File: src/rtl/quad_encoder_multi.sv
// Multi-channel x4 quadrature decoder: synchroniser, glitch filter, wrap-around position counter.
// Define QENC_VELOCITY_EN to add windowed signed velocity measurement per channel.
module quad_encoder_multi #(
  parameter int CHANNELS    = 2,
  parameter int COUNT_W     = 16,
  parameter int ENCODER_MAX = 64000,
  parameter int SYNC_STAGES = 2,
  parameter int FILTER_LEN  = 3,
  parameter int VEL_WINDOW  = 100000
) (
  input  logic                         clk,
  input  logic                         rst,
  input  logic [CHANNELS-1:0]          a,
  input  logic [CHANNELS-1:0]          b,
  input  logic [CHANNELS-1:0]          clear,
  input  logic [CHANNELS-1:0]          err_clr,
  output logic [CHANNELS*COUNT_W-1:0]  count,
  output logic [CHANNELS-1:0]          dir,
  output logic [CHANNELS-1:0]          step,
  output logic [CHANNELS-1:0]          err,
  output logic [CHANNELS*16-1:0]       velocity,
  output logic                         vel_valid
);

  localparam logic [COUNT_W-1:0] CNT_TOP  = COUNT_W'(ENCODER_MAX - 1);
  localparam int                 RUN_W    = $clog2(FILTER_LEN + 1);
  localparam logic [RUN_W-1:0]   RUN_FULL = RUN_W'(FILTER_LEN);

  if (ENCODER_MAX < 2 || longint'(ENCODER_MAX) > (longint'(1) << COUNT_W) ||
      SYNC_STAGES < 2 || FILTER_LEN < 1 || VEL_WINDOW < 1) begin : g_bad_params
    $error("quad_encoder_multi: illegal parameter set");
  end

`ifdef QENC_VELOCITY_EN
  logic [CHANNELS-1:0] fwd, rev;
`endif

  for (genvar g = 0; g < CHANNELS; g++) begin : g_ch
    logic [1:0]         sync_q [SYNC_STAGES];
    logic [1:0]         sync_ab, last_q, filt_q, ref_q, ref_d, delta;
    logic [RUN_W-1:0]   run_q, run_d;
    logic               filt_vld_q, base_q, base_d;
    logic [COUNT_W-1:0] cnt_q, cnt_d;
    logic               dir_q, dir_d, err_q, err_d, step_q, fwd_c, rev_c;

    always_ff @(posedge clk or negedge rst) begin
      if (!rst) begin
        for (int s = 0; s < SYNC_STAGES; s++) sync_q[s] <= 2'b00;
      end else begin
        sync_q[0] <= {a[g], b[g]};
        for (int s = 1; s < SYNC_STAGES; s++) sync_q[s] <= sync_q[s-1];
      end
    end
    assign sync_ab = sync_q[SYNC_STAGES-1];

    // run_d: consecutive cycles sync_ab has shown its current value, saturating at FILTER_LEN
    always_comb begin
      run_d = RUN_W'(1);
      if (sync_ab == last_q) run_d = (run_q == RUN_FULL) ? RUN_FULL : run_q + 1'b1;
    end

    always_ff @(posedge clk or negedge rst) begin
      if (!rst) begin
        last_q     <= 2'b00;
        run_q      <= '0;
        filt_q     <= 2'b00;
        filt_vld_q <= 1'b0;
      end else begin
        last_q <= sync_ab;
        run_q  <= run_d;
        if (run_d == RUN_FULL) begin
          filt_q     <= sync_ab;
          filt_vld_q <= 1'b1;
        end
      end
    end

    // Gray code to position 0..3; the modulo-4 difference classifies the transition
    assign delta = {filt_q[1], ^filt_q} - {ref_q[1], ^ref_q};

    always_comb begin
      cnt_d  = cnt_q;
      dir_d  = dir_q;
      err_d  = err_q;
      ref_d  = ref_q;
      base_d = base_q;
      fwd_c  = 1'b0;
      rev_c  = 1'b0;
      if (err_clr[g]) err_d = 1'b0;
      if (clear[g]) begin
        cnt_d  = '0;
        base_d = 1'b0;
      end else if (!base_q) begin
        if (filt_vld_q) begin
          ref_d  = filt_q;
          base_d = 1'b1;
        end
      end else if (filt_q != ref_q) begin
        ref_d = filt_q;
        case (delta)
          2'd1:    fwd_c = 1'b1;
          2'd3:    rev_c = 1'b1;
          default: err_d = 1'b1;
        endcase
      end
      if (fwd_c) begin
        cnt_d = (cnt_q == CNT_TOP) ? '0 : cnt_q + 1'b1;
        dir_d = 1'b1;
      end else if (rev_c) begin
        cnt_d = (cnt_q == '0) ? CNT_TOP : cnt_q - 1'b1;
        dir_d = 1'b0;
      end
    end

    always_ff @(posedge clk or negedge rst) begin
      if (!rst) begin
        ref_q  <= 2'b00;
        base_q <= 1'b0;
        cnt_q  <= '0;
        dir_q  <= 1'b0;
        err_q  <= 1'b0;
        step_q <= 1'b0;
      end else begin
        ref_q  <= ref_d;
        base_q <= base_d;
        cnt_q  <= cnt_d;
        dir_q  <= dir_d;
        err_q  <= err_d;
        step_q <= fwd_c | rev_c;
      end
    end

    assign count[g*COUNT_W +: COUNT_W] = cnt_q;
    assign dir[g]  = dir_q;
    assign step[g] = step_q;
    assign err[g]  = err_q;
`ifdef QENC_VELOCITY_EN
    assign fwd[g] = fwd_c;
    assign rev[g] = rev_c;
`endif
  end

`ifdef QENC_VELOCITY_EN
  localparam int                 WIN_W    = (VEL_WINDOW > 1) ? $clog2(VEL_WINDOW) : 1;
  localparam logic [WIN_W-1:0]   WIN_LAST = WIN_W'(VEL_WINDOW - 1);
  localparam logic signed [15:0] ACC_MAX  = 16'sh7fff;
  localparam logic signed [15:0] ACC_MIN  = 16'sh8000;

  logic [WIN_W-1:0] win_q;
  logic             win_end, vel_valid_q;

  assign win_end = (win_q == WIN_LAST);

  always_ff @(posedge clk or negedge rst) begin
    if (!rst) begin
      win_q       <= '0;
      vel_valid_q <= 1'b0;
    end else begin
      win_q       <= win_end ? '0 : win_q + 1'b1;
      vel_valid_q <= win_end;
    end
  end
  assign vel_valid = vel_valid_q;

  for (genvar g = 0; g < CHANNELS; g++) begin : g_vel
    logic signed [15:0] acc_q, acc_d, vel_q;

    always_comb begin
      acc_d = acc_q;
      if (fwd[g] && acc_q != ACC_MAX)      acc_d = acc_q + 16'sd1;
      else if (rev[g] && acc_q != ACC_MIN) acc_d = acc_q - 16'sd1;
    end

    // a step landing in the last window cycle is still included in the loaded value
    always_ff @(posedge clk or negedge rst) begin
      if (!rst) begin
        acc_q <= '0;
        vel_q <= '0;
      end else begin
        if (win_end) vel_q <= acc_d;
        acc_q <= (win_end || clear[g]) ? 16'sd0 : acc_d;
      end
    end
    assign velocity[g*16 +: 16] = vel_q;
  end
`else
  assign velocity  = '0;
  assign vel_valid = 1'b0;
`endif

endmodule

File: config.mk
export PLATFORM = sky130hd
export DESIGN_NAME = quad_encoder_multi
export DESIGN_NICKNAME = d
export VERILOG_FILES = /design/src/rtl/quad_encoder_multi.sv
export SDC_FILE = /design/constraint.sdc
export NUM_CORES = 1
export LEC_CHECK = 0
export CORE_UTILIZATION = 53
export CTS_BUF_LIST = sky130_fd_sc_hd__clkbuf_4
export DETAILED_ROUTE_END_ITERATION = 6
export MAX_ROUTING_LAYER = met4
export PLACE_DENSITY = 0.9
export SLEW_MARGIN = 15
export SYNTH_ARGS = -nofsm -noshare
export SYNTH_HDL_FRONTEND = slang
export SYNTH_SLANG_ARGS = --single-unit
File: constraint.sdc
create_clock -name clk -period 2.8 [get_ports clk]
set_input_delay 0.28 -clock clk [delete_from_list [all_inputs] [get_ports clk]]
set_output_delay 0.28 -clock clk [all_outputs]
set_load 0.05 [all_outputs]
# Word-level counts from Yosys, hierarchy flattened
# Index checks and enable logic that the tools add are counted.
classes:
  muxes: 56
  bitwise: 4
  addsub: 8
  eq_ne: 16
  n_reduce_logical: 16
op_table:
  columns: ["operator", "count"]
  rows:
  - ["$mux 16", 10]
  - ["$mux 1", 36]
  - ["$add 16x1->16 const B", 2]
  - ["$eq 16x16->1 const B", 2]
  - ["$logic_not 16->1", 2]
  - ["$sub 16x1->16 const B", 2]
  - ["$mux 2", 10]
  - ["$eq 2x2->1 const B", 6]
  - ["$reduce_bool 2->1", 4]
  - ["$reduce_xor 2->1", 4]
  - ["$reduce_and 3->1", 2]
  - ["$reduce_bool 3->1", 2]
  - ["$add 2x1->2 const B", 2]
  - ["$eq 2x1->1 const B", 2]
  - ["$eq 2x2->1", 2]
  - ["$ne 2x1->1 const B", 2]
  - ["$ne 2x2->1", 2]
  - ["$reduce_or 2->1", 2]
  - ["$sub 2x2->2", 2]
  - ["$not 1->1", 2]
  - ["$or 1x1->1", 2]
word_totals:
  input_bits: 10
  regBits: 66
  elab_cells: 124

# Longest topological paths before layout
# Gate-level depths: netlist of the first run.
logic_depth:
  ltp_word: 9
  depth_mapped: 9
  ltp_nobuf: 7

# Worst setup path after synthesis of the first run
# OpenSTA, ideal clock, no wires.
synth_timing:
  path_type: "flip-flop to flip-flop"
  startpoint: "register g_ch[1].cnt_q[0]"
  endpoint: "register g_ch[1].cnt_q[12]"
  arrival_time_ps: 2301
  path_buffers: 0
  period_less_slack_ps: 2425
  setup_time_ps: 124
  path_slack_ps: 375
  t_required_ps: 2676
  path_stages_with_launch: 7
  cell_sequence: "dfrtp_1 > ha_1 > nand4_1 > nor4_2 > nor2_1 > a221o_1 > a211o_1"
synth_via:
  elab_chain_len: 4
  elab_cells_between_ends: 8
  classes_between: "add/sub (2); eq/ne (1); mux (4); reduce/logical (1)"
synth_lines:
  columns: ["element", "line", "rtl"]
  rows:
  - ["start: declaration", "43", "logic [COUNT_W-1:0] cnt_q, cnt_d;"]
  - ["start signal: assignment", "126", "cnt_q <= cnt_d;"]
  - ["$sub 16x1->16 / $logic_not 16->1 (equally long branches)", "110", "cnt_d = (cnt_q == '0) ? CNT_TOP : cnt_q - 1'b1;"]
  - ["$mux 16", "110", null]
  - ["$mux 16", "109", "end else if (rev_c) begin"]
  - ["$mux 16 (*)", "106", "if (fwd_c) begin"]
# Mark *: on every way between the ends. The rest lies on a longest branch, timed or not.
# A chain may end at the register's enable or synchronous reset.

# Final worst setup path of the first run
layout_timing:
  startpoint: "register g_ch[0].filt_q[1]"
  endpoint: "register g_ch[0].cnt_q[7]"
layout_via:
  elab_chain_len: 9
  elab_cells_between_ends: 16
  classes_between: "add/sub (1); eq/ne (3); mux (10); reduce/logical (2)"
layout_lines:
  columns: ["element", "line", "rtl"]
  rows:
  - ["start: declaration", "40", "logic [1:0] sync_ab, last_q, filt_q, ref_q, ref_d, delta;"]
  - ["start signal: assignment", "72", "filt_q <= sync_ab;"]
  - ["$reduce_xor 2->1", "79", "assign delta = {filt_q[1], ^filt_q} - {ref_q[1], ^ref_q};"]
  - ["$sub 2x2->2", "79", null]
  - ["$eq 2x2->1", "100", "case (delta)"]
  - ["$mux 1", "100", null]
  - ["$mux 1", "98", "end else if (filt_q != ref_q) begin"]
  - ["$mux 1", "93", "end else if (!base_q) begin"]
  - ["$mux 1", "90", "if (clear[g]) begin"]
  - ["$mux 16", "109", null]
  - ["$mux 16", "106", null]
  - ["end signal: assignment", "126", null]
  - ["end: declaration", "43", null]
# Parallel ways exist; a longest one is shown, timed or not.

==> results.cfg, run 1 <==
[routing]
drt_iter0_markers = 327
wire_per_inst_um = 17.0
num_vias = 4245
drcViolationCount = 0
ant_nets = 0
vias_per_cell = 6.27
first_pass_iters = 5
drt-total-wl_um = 11500

[logic_synthesis]
synth_cells = 520
postSynth.asyncResetShare_pct = 100
syn_area_sq_um = 4570
synth_edf_count = 0
yosysSeqAreaShare_pct = 36.2
synthTopCellsByArea = dfrtp_1 (36%), buf_4 (6.6%), a21oi_1 (3.4%)
synth_area_per_cell_sq_um = 8.78
synth_top_area_share_pct = 36.2
ys_types = 68
yosysWarnings = 0
ys.flop_type = dfrtp_1
synth_area_leader_cell = dfrtp_1
ys_seq_elements = 66

[sta]
final.setup.tns_ns = 0
tightest_slew_ns = 1.10
fin_crit_sh_pct = 93.9
finalHoldViolCount = 0
max_freq_ghz = 0.380
rsz0062_at_grt = false
setup_viol = 0
min_period_ns = 2.63
drv_slew = 0
slew_headroom_pct = 26.2
skew_ns = 0.0151
hold_ws_ns = 0.267

[power]
pwr-share-seq_pct = 38.5
p_clk_share_pct = 26.6
power_frac_comb_pct = 34.9
p_sw_share_pct = 39.4
power.switching_w = 0.00112
power_density_nw_per_um2 = 549
vdd_ir_drop_max_mv = 0.275
intPower_w = 0.00172
leakage_nw = 2.27

[placement]
port_buffers = 47
globalplace.congestion = 0.980
hpwl_um = 8200

[global_routing]
grt_pass1_vias = 3861
grt_max_degree = 33
grt-ovfl-total = 0
antenna_found_initial = 0
grt_use_met3_pct = 5.48
grt_pass1_wl_um = 18900
grt-busiest-layer = met2
grt_use_total_pct = 27.9
grtUsageMet2_pct = 45.7
use_met1_pct = 35.0

[clock_network]
cts-buffers-inserted = 9
clk_path_buf_depth = 2
cts_tree = yes
path_clk_slew_ns = 0.13
clock_latency_ns = 0.43
cts_root_buffer = clkbuf_4
h-tree-depth = 3
clock-sinks = 66

[critical_path]
crit_slowest_cell = nor2b_1
critPathMaxFanout = 15
slowest_delay_ns = 0.89
crit_chain = xnor2_1 -> ha_1 -> inv_1 -> o211ai_1 -> nor2b_1 -> o41ai_1 -> a211o_1
worstSetupStartpointType = flip-flop
ff2ff_setup_slack_ns = 0.17
cp.arrival_ns = 2.94
path_buf_inv = 1
reg2reg_depth = 7
worst-setup-path-type = flip-flop to flip-flop
crit_required_ns = 3.11
r2r-end = g_ch[0].cnt_q[7]$_DFFE_PN0P_
end_kind = flip-flop
rr_startpoint = g_ch[0].filt_q[1]$_DFFE_PN0N_
crit_family = simple AND/OR/NAND/NOR gates

[job]
drv_cap = 0

[floorplan]
die_x_um = 94.8
core_sq_um = 8260
initial_core_util_pct = 55.3
dieHeight_um = 94.8
ios = 81
core.rowCount = 33
die-area_sq_um = 8990

[finish]
syn_to_final_growth_pct = 13.4
drive_above_1_share_pct = 11.7
diodes = 0
final_common_cell = dfrtp_1
layout_common_cells = dfrtp_1 (66), clkdlybuf4s50_1 (46), nor2_1 (37), nand2_1 (35), conb_1 (33)
nets = 585

[worst_hold_path]
holdCritPathClass = primary input to asynchronous set/reset pin

[outcome]
status = finished, final reports clean
-- cell type report --
cell class	count	area [sq um]
clock buffers	9	67.6
clock inverters	7	100
fillers	713	3080
inverters	23	86.3
multi-input cells	392	2460
flip-flops and latches	66	1650
well taps	105	131
repair buffers	75	678
-- per-stage QoR --
| step | worst slack, ns | std cells | area, sq um | power (W) | utilization (%) |
|---|---|---|---|---|---|
| after floorplan | 0.375 | 552 | 4690 | 0.00192 | - |
| after global placement | 0.329 | 660 | 5000 | 0.00206 | 60.5 |
| after global routing | 0.0354 | 677 | 5180 | 0.00299 | 62.7 |
| after CTS | 0.182 | 677 | 5180 | 0.00285 | 62.7 |
| after detailed placement | 0.206 | 660 | 5000 | 0.00208 | 60.5 |
| final | 0.172 | 677 | 5180 | 0.00284 | 62.7 |
-- synth_stat cells (9+ instances only) --
library cell  count
buf_4            40
dfrtp_1          66
a21oi_1          31
nor2_1           37
clkbuf_1         18
o21ai_0          29
nor3_1           21
nand3_1          18
xor2_1           10
a31oi_1          11
nand4_1           9
nand2_1          35
nor4_1           14
o211ai_1         14
inv_1            23
-- metal layers --
layer  wire [um]  part of all wire [%]
met5           0                     0
met4         251                   2.2
met3         927                   8.1
met2        5570                    48
met1        4750                    41
-- what timing repair did --
action | in CTS | in global routing
endpoints found under the hold margin | 13 | 0
hold buffers | 1 | 0
setup endpoints to repair | 0 | 0
resized for setup | 0 | 0
buffers inserted | 0 | 0
-- worst register-to-register path, cell delays in order, from the launching register on --
cell	delay, ns
dfrtp_1	0.50
xnor2_1	0.18
ha_1	0.30
inv_1	0.06
o211ai_1	0.09
nor2b_1	0.89
o41ai_1	0.18
a211o_1	0.32
-- power by group through the flow --
stage	combinational (W)	clock (W)	sequential (W)
2_1_floorplan	0.000770	0	0.00115
3_3_place_gp	0.000958	0	0.00111
3_5_place_dp	0.000973	0	0.00111
4_1_cts	0.000980	0.000775	0.00109
5_1_grt	0.00106	0.000820	0.00111
6_report	0.000991	0.000756	0.00109
-- state kept, by name, summed over array words and instances (netlist names) --
signal and flops:
g_ch.run_q 4, g_ch.step_q 2, g_ch.filt_q 4, g_ch.base_q 2
g_ch.filt_vld_q 2, g_ch.cnt_q 32, g_ch.sync_q 4, g_ch.dir_q 2
g_ch.sync_ab 4, g_ch.err_q 2, g_ch.ref_q 4, g_ch.last_q 4
-- logic make-up after synthesis --
logic type / synth area share, %
flops: 36.2
other cells: 0.0821
buf+inv: 12.5
simple gates: 22.9
xor+xnor: 5.56
compound gates: 20.6
fa+ha+maj: 2.19
-- worst max-delay path by stage --
stage | slack [ns] | cells past startpoint | from | to
global route | 0.04 | 7 | g_ch[1].cnt_q[0]$_DFFE_PN0P_ | g_ch[1].cnt_q[0]$_DFFE_PN0P_
CTS | 0.18 | 7 | g_ch[0].filt_q[1]$_DFFE_PN0N_ | g_ch[0].cnt_q[7]$_DFFE_PN0P_
finish | 0.17 | 7 | g_ch[0].filt_q[1]$_DFFE_PN0N_ | g_ch[0].cnt_q[7]$_DFFE_PN0P_
floorplan | 0.38 | 6 | g_ch[1].cnt_q[0]$_DFFE_PN0P_ | g_ch[1].cnt_q[12]$_DFFE_PN0P_
global placement | 0.33 | 7 | g_ch[0].filt_q[1]$_DFFE_PN0N_ | g_ch[0].cnt_q[7]$_DFFE_PN0P_
detailed placement | 0.21 | 7 | g_ch[0].filt_q[1]$_DFFE_PN0N_ | g_ch[0].cnt_q[7]$_DFFE_PN0P_
Power figures use the tool's default switching activity.
==> run 2: changes to the inputs <==
HOLD_SLACK_MARGIN = 0.02   (was unset)
==> results of run 2 <==
The final DEF is identical to that of run 1; final timing and power are the same.
==> run 3: changes to the inputs <==
CORE_MARGIN = 4   (was unset)
==> results.cfg, run 3 (same netlist as run 1, synthesis figures left out) <==
[floorplan]
core.rowCount = 33
dieHeight_um = 101
ios = 81
die-area_sq_um = 10200
core_sq_um = 8300
initial_core_util_pct = 55.0
die_x_um = 101

[sta]
min_period_ns = 2.62
max_freq_ghz = 0.382
rsz0062_at_grt = false
setup_viol = 0
slew_headroom_pct = 36.6
tightest_slew_ns = 0.946
fin_crit_sh_pct = 93.6
drv_slew = 0
skew_ns = 0.0169
final.setup.tns_ns = 0
finalHoldViolCount = 0

[global_routing]
grt_pass1_vias = 3977
antenna_found_initial = 0
grt_use_total_pct = 24.5
grt_pass1_wl_um = 19400
grt_max_degree = 45
grt-ovfl-total = 0

[placement]
port_buffers = 47
placed_area_sq_um = 4970
hpwl_um = 8300
globalplace.congestion = 1.04

[clock_network]
clock_latency_ns = 0.45
clk_path_buf_depth = 2
cts-buffers-inserted = 9
cts_tree = yes
clock-sinks = 66
cts_root_buffer = clkbuf_4
path_clk_slew_ns = 0.13
h-tree-depth = 3

[routing]
first_pass_iters = 6
ant_nets = 0
wire_per_inst_um = 17.5
drcViolationCount = 0
num_vias = 4303
drt_iter0_markers = 235
drt-total-wl_um = 11800
vias_per_cell = 6.37

[finish]
largest_reg_flops = 32
fin_area_sq_um = 5200
diodes = 0
largest_register = g_ch.cnt_q
fillCellCount = 678
syn_to_final_growth_pct = 13.8
drive_above_1_share_pct = 11.9
layout_common_cells = dfrtp_1 (66), clkdlybuf4s50_1 (46), nor2_1 (37), nand2_1 (35), conb_1 (33)
nets = 584
final_common_cell = dfrtp_1

[job]
drv_cap = 0

[critical_path]
crit_chain = xnor2_1 -> ha_1 -> nor3b_1 -> o211ai_1 -> or2_1 -> or4_1 -> nand4_1
end_kind = flip-flop
reg2reg_depth = 7
crit_required_ns = 3.19
worst-setup-path-type = flip-flop to flip-flop
worstSetupStartpointType = flip-flop
critPathMaxFanout = 7
cp.arrival_ns = 3.01
slowest_delay_ns = 0.52
crit_slowest_cell = or4_1

[outcome]
status = finished, final reports clean

[worst_hold_path]
holdCritPathClass = primary input to flip-flop
min_path_cells = 1

[power]
power_density_nw_per_um2 = 567
leakage_nw = 2.27
vdd_ir_drop_max_mv = 0.252
==> run 3: cell types whose count changed in the layout (fill, tap and decap cells not counted), sizes merged <==
cell and change:
clkinv -3, buf -1, clkinvlp +2, clkbuf +1, bufinv +1, inv -1
==> run 3: path summary, 6_finish.rpt <==
path / from / to / slack, ns
max: g_ch[0].filt_q[1]$_DFFE_PN0N_ / g_ch[0].cnt_q[5]$_DFFE_PN0P_ / 0.18
min: b[0] / g_ch[0].sync_q[2]$_DFF_PN0_ / 0.26
max reg2reg: g_ch[0].filt_q[1]$_DFFE_PN0N_ / g_ch[0].cnt_q[5]$_DFFE_PN0P_ / 0.18
min reg2reg: g_ch[1].sync_q[2]$_DFF_PN0_ / g_ch[1].sync_ab[0]$_DFF_PN0_ / 0.35
max in group asynchronous: rst / g_ch[0].cnt_q[1]$_DFFE_PN0P_ / 1.97
min in group asynchronous: rst / g_ch[1].step_q$_DFF_PN0_ / 0.33
==> run 3: power breakdown <==
group,switching [W],leakage (nW),internal (W),total (W)
registers,0.0000762,0.863,0.00102,0.00110
clock network,0.000395,0.0932,0.000464,0.000859
logic,0.000665,1.31,0.000328,0.000993
==> run 3: what timing repair did <==
action,CTS,global route
resized for setup,0,2
endpoints found under the setup margin,0,8
buffers inserted,0,3
hold buffers,1,0
endpoints found under the hold margin,66,0
==> run 3: cell type report <==
| type | instances | area, sq um | share of cell area, % |
|---|---|---|---|
| flip-flops and latches | 66 | 1650 | 31.8 |
| clock buffers | 10 | 75.1 | 1.44 |
| repair buffers | 74 | 671 | 12.9 |
| inverters | 23 | 86.3 | 1.66 |
| multi-input cells | 392 | 2470 | 47.5 |
| clock inverters | 6 | 114 | 2.19 |
| well taps | 105 | 131 | 2.53 |
==> run 3: metal layers <==
layer  up-vias  routed length (um)  GRT usage, %
li1       1947                   -             -
met1      2030                4650          31.8
met2       275                5550          36.4
met3        51                1200          5.40
met4         0                 417          11.9
met5         -                   0             -
==> run 3: per-stage QoR <==
| step | util, % | hold WS (ns) | power (W) | std cells | worst slack [ns] |
|---|---|---|---|---|---|
| 6_report | 62.6 | 0.256 | 0.00295 | 676 | 0.179 |
| 5_1_grt | 62.6 | 0.228 | 0.00309 | 676 | 0.00167 |
| 4_1_cts | 62.3 | 0.245 | 0.00295 | 673 | 0.187 |
| 3_5_place_dp | 59.9 | 0.303 | 0.00209 | 656 | 0.199 |
| 3_3_place_gp | 59.9 | 0.294 | 0.00206 | 656 | 0.341 |
| 2_1_floorplan | - | -0.0156 | 0.00192 | 552 | 0.375 |
==> run 3: worst max-delay path: cells and delay by family (launching register included) <==
| family | cells | cell delay (ns) |
|---|---|---|
| DFF | 1 | 0.51 |
| and+or+nand+nor | 4 | 1.24 |
| xor gates and xnor gates | 1 | 0.18 |
| AOI/OAI and AO/OA | 1 | 0.29 |
| adders and majority gates | 1 | 0.34 |
==> RTL edit 1, RTL diff (config.mk and constraints of run 2) <==
Add an input register stage for `b` and `err_clr`, with the module's reset; this delays them by one clock. The other inputs are not delayed to match.
--- a/src/rtl/quad_encoder_multi.sv
+++ b/src/rtl/quad_encoder_multi.sv
@@ -28,2 +28,15 @@
 
+  logic [CHANNELS-1:0] b_q;
+  logic [CHANNELS-1:0] err_clr_q;
+
+  always_ff @(posedge clk or negedge rst) begin
+    if (!rst) begin
+      b_q       <= '0;
+      err_clr_q <= '0;
+    end else begin
+      b_q       <= b;
+      err_clr_q <= err_clr;
+    end
+  end
+
   if (ENCODER_MAX < 2 || longint'(ENCODER_MAX) > (longint'(1) << COUNT_W) ||
@@ -49,3 +62,3 @@
       end else begin
-        sync_q[0] <= {a[g], b[g]};
+        sync_q[0] <= {a[g], b_q[g]};
         for (int s = 1; s < SYNC_STAGES; s++) sync_q[s] <= sync_q[s-1];
@@ -88,3 +101,3 @@
       rev_c  = 1'b0;
-      if (err_clr[g]) err_d = 1'b0;
+      if (err_clr_q[g]) err_d = 1'b0;
       if (clear[g]) begin
Check against the original RTL: not equivalent (a bounded check fails within 10 cycles, from zero or initial values and one cycle with rst low).
==> RTL edit 1 against run 2 <==
Design area fell by 0.46%. Combinational power shrank 13%. Die area increased by 2.2%. Sequential cell count up 4. Worst setup slack gained 0.12 ns. Wire length about the same. Utilization shrank 1.2 points. Power fell by 6.7%. Sequential power grew 7%. Synthesized area up 2.2%.
==> RTL edit 1: results (changes against run 2) <==
| Metric | Value |
|---|---|
| Worst Path Arrival | `2.84 ns (-0.10 ns)` |
| RR Endpoint | `g_ch[1].cnt_q[4]` |
| Synth area leaders | `dfrtp_1 38%, buf_4 6.4%, a21oi_1 3.5%` |
| Clock slew at reported path FFs | `0.13 ns (about the same)` |
| Layout cells sized above 1 | `8.27% (-3.4 points)` |
| Launching point of the worst reg2reg path | `g_ch[1].filt_q[1]` |
| YS warnings | `0 (unchanged)` |
| Switch share | `41.8% (+2.3 points)` |
| Switching power | `1.11 mW (-1.2%)` |
| Hold WS | `0.272 ns (+0.00542 ns)` |
| Slew headroom | `38.2% (+12 points)` |
| Seq pwr share | `44.2% (+5.7 points)` |
| Post-Synth XOR/XNOR Area | `5.06% (-0.50 points)` |
| Worst-case clock skew | `0.0140 ns (-0.00110 ns)` |
| Mapped Avg Cell Area | `8.73 sq um (-0.62%)` |
| Yosys cell types | `70 (+2.9%)` |
| Fin cells | `673 (-0.59%)` |
| Worst Setup SP | `g_ch[1].filt_q[1]` |
| GRT Overall Usage | `27.3% (-0.59 points)` |
| DR pass1 iterations | `5 (unchanged)` |
| Crit-path max FO | `12 (-3)` |
| Vias in the first global route | `3,838 (-0.60%)` |
| IR Drop Worst-Case VDD | `0.000369 V (+34%)` |
| Logic power comb | `0.865 mW (-13%)` |
| Leakage | `2.14 nW (-5.6%)` |
| Detailed-route via count | `4,204 (-0.97%)` |
| DP Wirelength | `8070 um (-1.6%)` |
| Post-DP Area | `5020 sq um (+0.43%)` |
| Final net count | `581 (-0.68%)` |
| Sequential share of the synthesized area | `37.5% (+1.3 points)` |
| Post-Place Worst Slack | `0.337 ns (+0.131 ns)` |
| Reg2Reg Setup Slack | `0.29 ns (+0.12 ns)` |
| GPL Wtd Cong | `0.948 (-3.3%)` |
| Largest Register | `g_ch.cnt_q` |
| Die X-Extent | `95.9 um (+1.1%)` |
| DRT iter0 DRCs | `269 (-18%)` |
| Placed Cells | `656 (-0.61%)` |
| Synth cell count leaders | `70 x dfrtp_1, 40 x buf_4, 37 x nor2_1` |
| First-pass GRT wire length | `18,900 um (+0.22%)` |
| Compound-Gate Fraction of Synth Area | `19.2% (-1.3 points)` |
| Tightest Hold Check Type | `input pin to register` |
| Outcome | `finished, final reports clean` |
| Largest net degree at the start of global routing | `27 (-18%)` |
| WL/cell | `17.1 um (+0.52%)` |
| Min Clock Period, post-route | `2.51 ns (-0.122 ns)` |
| Synth Area in Adders | `2.14% (-0.048 points)` |
[RTL edit 1: layout make-up]
| type | instances | area, sq um |
|---|---|---|
| multi-input cells | 402 | 2500 |
| repair buffers | 63 | 588 |
| fillers | 717 | 3230 |
| clock buffers | 9 | 67.6 |
| well taps | 105 | 131 |
| inverters | 17 | 63.8 |
| clock inverters | 7 | 55.1 |
| flip-flops and latches | 70 | 1750 |
[RTL edit 1: timing repair]
item                                   in CTS  in global routing
hold buffers                                1                  0
setup buffers                               0                  0
endpoints found under the hold margin      23                  0
setup endpoints to repair                   0                  0
[RTL edit 1: critical path, stage by stage (launching register included)]
cell and delay, ns:
dfrtp_1 0.52, xnor2_1 0.19, ha_1 0.34, nand2b_1 0.19, o21ba_2 0.31, nor2_1 0.21, a211o_1 0.32, a221o_1 0.33
[RTL edit 1: routing by layer]
metal	share of wire [%]	GRT usage, %	vias up
met1	42	35.5	1989
met2	48	41.8	221
met5	0	-	-
met3	8.1	5.69	32
met4	2.3	10.9	0
li1	-	-	1962
==> RTL edit 2, RTL diff (flow settings as in run 2) <==
Without the edit above. `FILTER_LEN`: 3 -> 2.
--- a/src/rtl/quad_encoder_multi.sv
+++ b/src/rtl/quad_encoder_multi.sv
@@ -7,3 +7,3 @@
   parameter int SYNC_STAGES = 2,
-  parameter int FILTER_LEN  = 3,
+  parameter int FILTER_LEN  = 2,
   parameter int VEL_WINDOW  = 100000
Formal check against the unedited RTL: not equivalent (Yosys sat finds a counterexample within 10 cycles, from zero or initial values and one cycle with rst low).
==> RTL edit 2 against run 2 <==
Non-clock buffer count down 8. Synthesized area up 0.74%. Die area up 0.73%. Design area down 1.0%. Wire length down 5.4%. Worst setup slack worse by 0.0092 ns. Sequential cell count unchanged. Critical path type unchanged.
Power is not compared: it rests on default switching activity, and its combinational part moved more than twofold at a synthesized area within 25%.
==> RTL edit 2: results (changes against run 2) <==
| Metric | Value |
|---|---|
| Outcome | `finished, final reports clean` |
| Crit-path max FO | `10 (-5)` |
| DRT iter0 DRCs | `265 (-19%)` |
| Root Buffer | `clkbuf_4` |
| GPL Wtd Cong | `0.945 (-3.6%)` |
| Tightest Hold Check Type | `input pin to register` |
| WL/cell | `16.6 um (-2.3%)` |
| IR Drop Worst-Case VDD | `0.000683 V` |
| Synth area leaders | `dfrtp_1 36%, buf_4 6.7%, xor2_1 3.0%` |
| Sequential share of the synthesized area | `35.9% (-0.27 points)` |
| Worst-case clock skew | `0.0330 ns (+0.0179 ns)` |
| Yosys cell types | `75 (+10%)` |
| Fin cells | `656 (-3.1%)` |
| Placed Cells | `639 (-3.2%)` |
| Worst Path Arrival | `2.98 ns (+0.04 ns)` |
| Setup bufs post-CTS | `0 (unchanged)` |
| GRT Overall Usage | `26.3% (-1.6 points)` |
| Vias in the first global route | `3,838 (-0.60%)` |
| Synth cell count leaders | `66 x dfrtp_1, 41 x buf_4, 33 x nand2_1` |
| Max clock buf depth | `2 (unchanged)` |
| Layout cells sized above 1 | `11.6% (-0.098 points)` |
| Hold WS | `0.284 ns (+0.0173 ns)` |
| Fillers | `673 (-5.6%)` |
| Post-DP Area | `4970 sq um (-0.68%)` |
| First-pass GRT wire length | `18,100 um (-4.5%)` |
| Mapped Avg Cell Area | `9.02 sq um (+2.7%)` |
| Clock slew at reported path FFs | `0.15 ns (+0.02 ns)` |
| Detailed-route via count | `4,078 (-3.9%)` |
| Largest net degree at the start of global routing | `31 (-6.1%)` |
| Slew headroom | `34.5% (+8.3 points)` |
| Post-synth EDFFs | `0 (unchanged)` |
| DP Wirelength | `7660 um (-6.6%)` |
| Final net count | `566 (-3.2%)` |
RTL edit 2: cell count changes after synthesis, moves of 6 or more:
cell and delta:
a31oi_1 -9, a21oi_1 -13, xor2_1 +6, o21ai_1 +11
nor3_1 +6, o311ai_1 +8, nand3_1 -8, nor2_1 -10
RTL edit 2: critical path, stage by stage (launching register included):
cell      delay, ns
dfrtp_1        0.51
xnor2_1        0.17
ha_1           0.36
nor3b_1        0.31
o211ai_2       0.28
or2_1          0.43
or3_1          0.40
nand4_1        0.10
RTL edit 2: worst paths after layout:
check,startpoint,to,cells after the start
setup reg to reg,g_ch[1].filt_q[1],g_ch[1].cnt_q[10],7
hold reg to reg,g_ch[1].sync_q[3],g_ch[1].sync_ab[1],0
setup / recovery,g_ch[1].filt_q[1],g_ch[1].cnt_q[10],7
max in group asynchronous,rst,g_ch[1].ref_q[0],3
hold / removal,b[0],g_ch[0].sync_q[2],1
min in group asynchronous,rst,g_ch[1].cnt_q[3],2
RTL edit 2: cells by family after synthesis:
family	Yosys count	synth area share [%]
and+or+nand+nor	181	22.5
AOI/OAI and AO/OA	122	18.4
buffers and inverters	98	12.7
DFF	66	35.9
xor gates and xnor gates	27	6.42
adders and majority gates	10	2.72
muxes	5	1.22
other	1	0.0815
RTL edit 2: timing repair:
item | in CTS | in global routing
gates resized for setup | 0 | 0
hold endpoints to repair | 17 | 0
hold buffers | 1 | 0
endpoints found under the setup margin | 0 | 0
RTL edit 2: layer usage:
| metal | part of all wire (%) | vias to the layer above | GRT usage [%] |
|---|---|---|---|
| li1 | - | 1881 | - |
| met4 | 2.9 | 0 | 12.8 |
| met2 | 47 | 249 | 40.4 |
| met3 | 8.1 | 39 | 4.63 |
| met1 | 42 | 1909 | 33.5 |
| met5 | 0 | - | - |
RTL edit 2: metrics by stage:
stage / utilization (%) / setup slack, ns
floorplan: - / 0.264
global placement: 59.8 / 0.339
detailed placement: 59.8 / 0.276
CTS: 61.8 / 0.202
global route: 61.8 / 0.0529
finish: 61.8 / 0.162
RTL edit 2: final cells by class:
| cell class | instances | share of cell area [%] |
|---|---|---|
| clock buffers | 9 | 1.32 |
| clock inverters | 7 | 1.59 |
| inverters | 24 | 1.76 |
| multi-input cells | 378 | 48.5 |
| flip-flops and latches | 66 | 32.2 |
| well taps | 105 | 2.56 |
| repair buffers | 67 | 12.1 |
RTL edit 2: power groups by stage:
stage | Sequential [mW] | Clock, mW | Combinational [mW]
2_1_floorplan | 2.00 | 0 | 3.05
3_3_place_gp | 1.72 | 0 | 4.26
3_5_place_dp | 1.75 | 0 | 4.33
4_1_cts | 1.73 | 0.708 | 4.38
5_1_grt | 1.80 | 0.756 | 4.77
6_report | 1.74 | 0.692 | 4.46
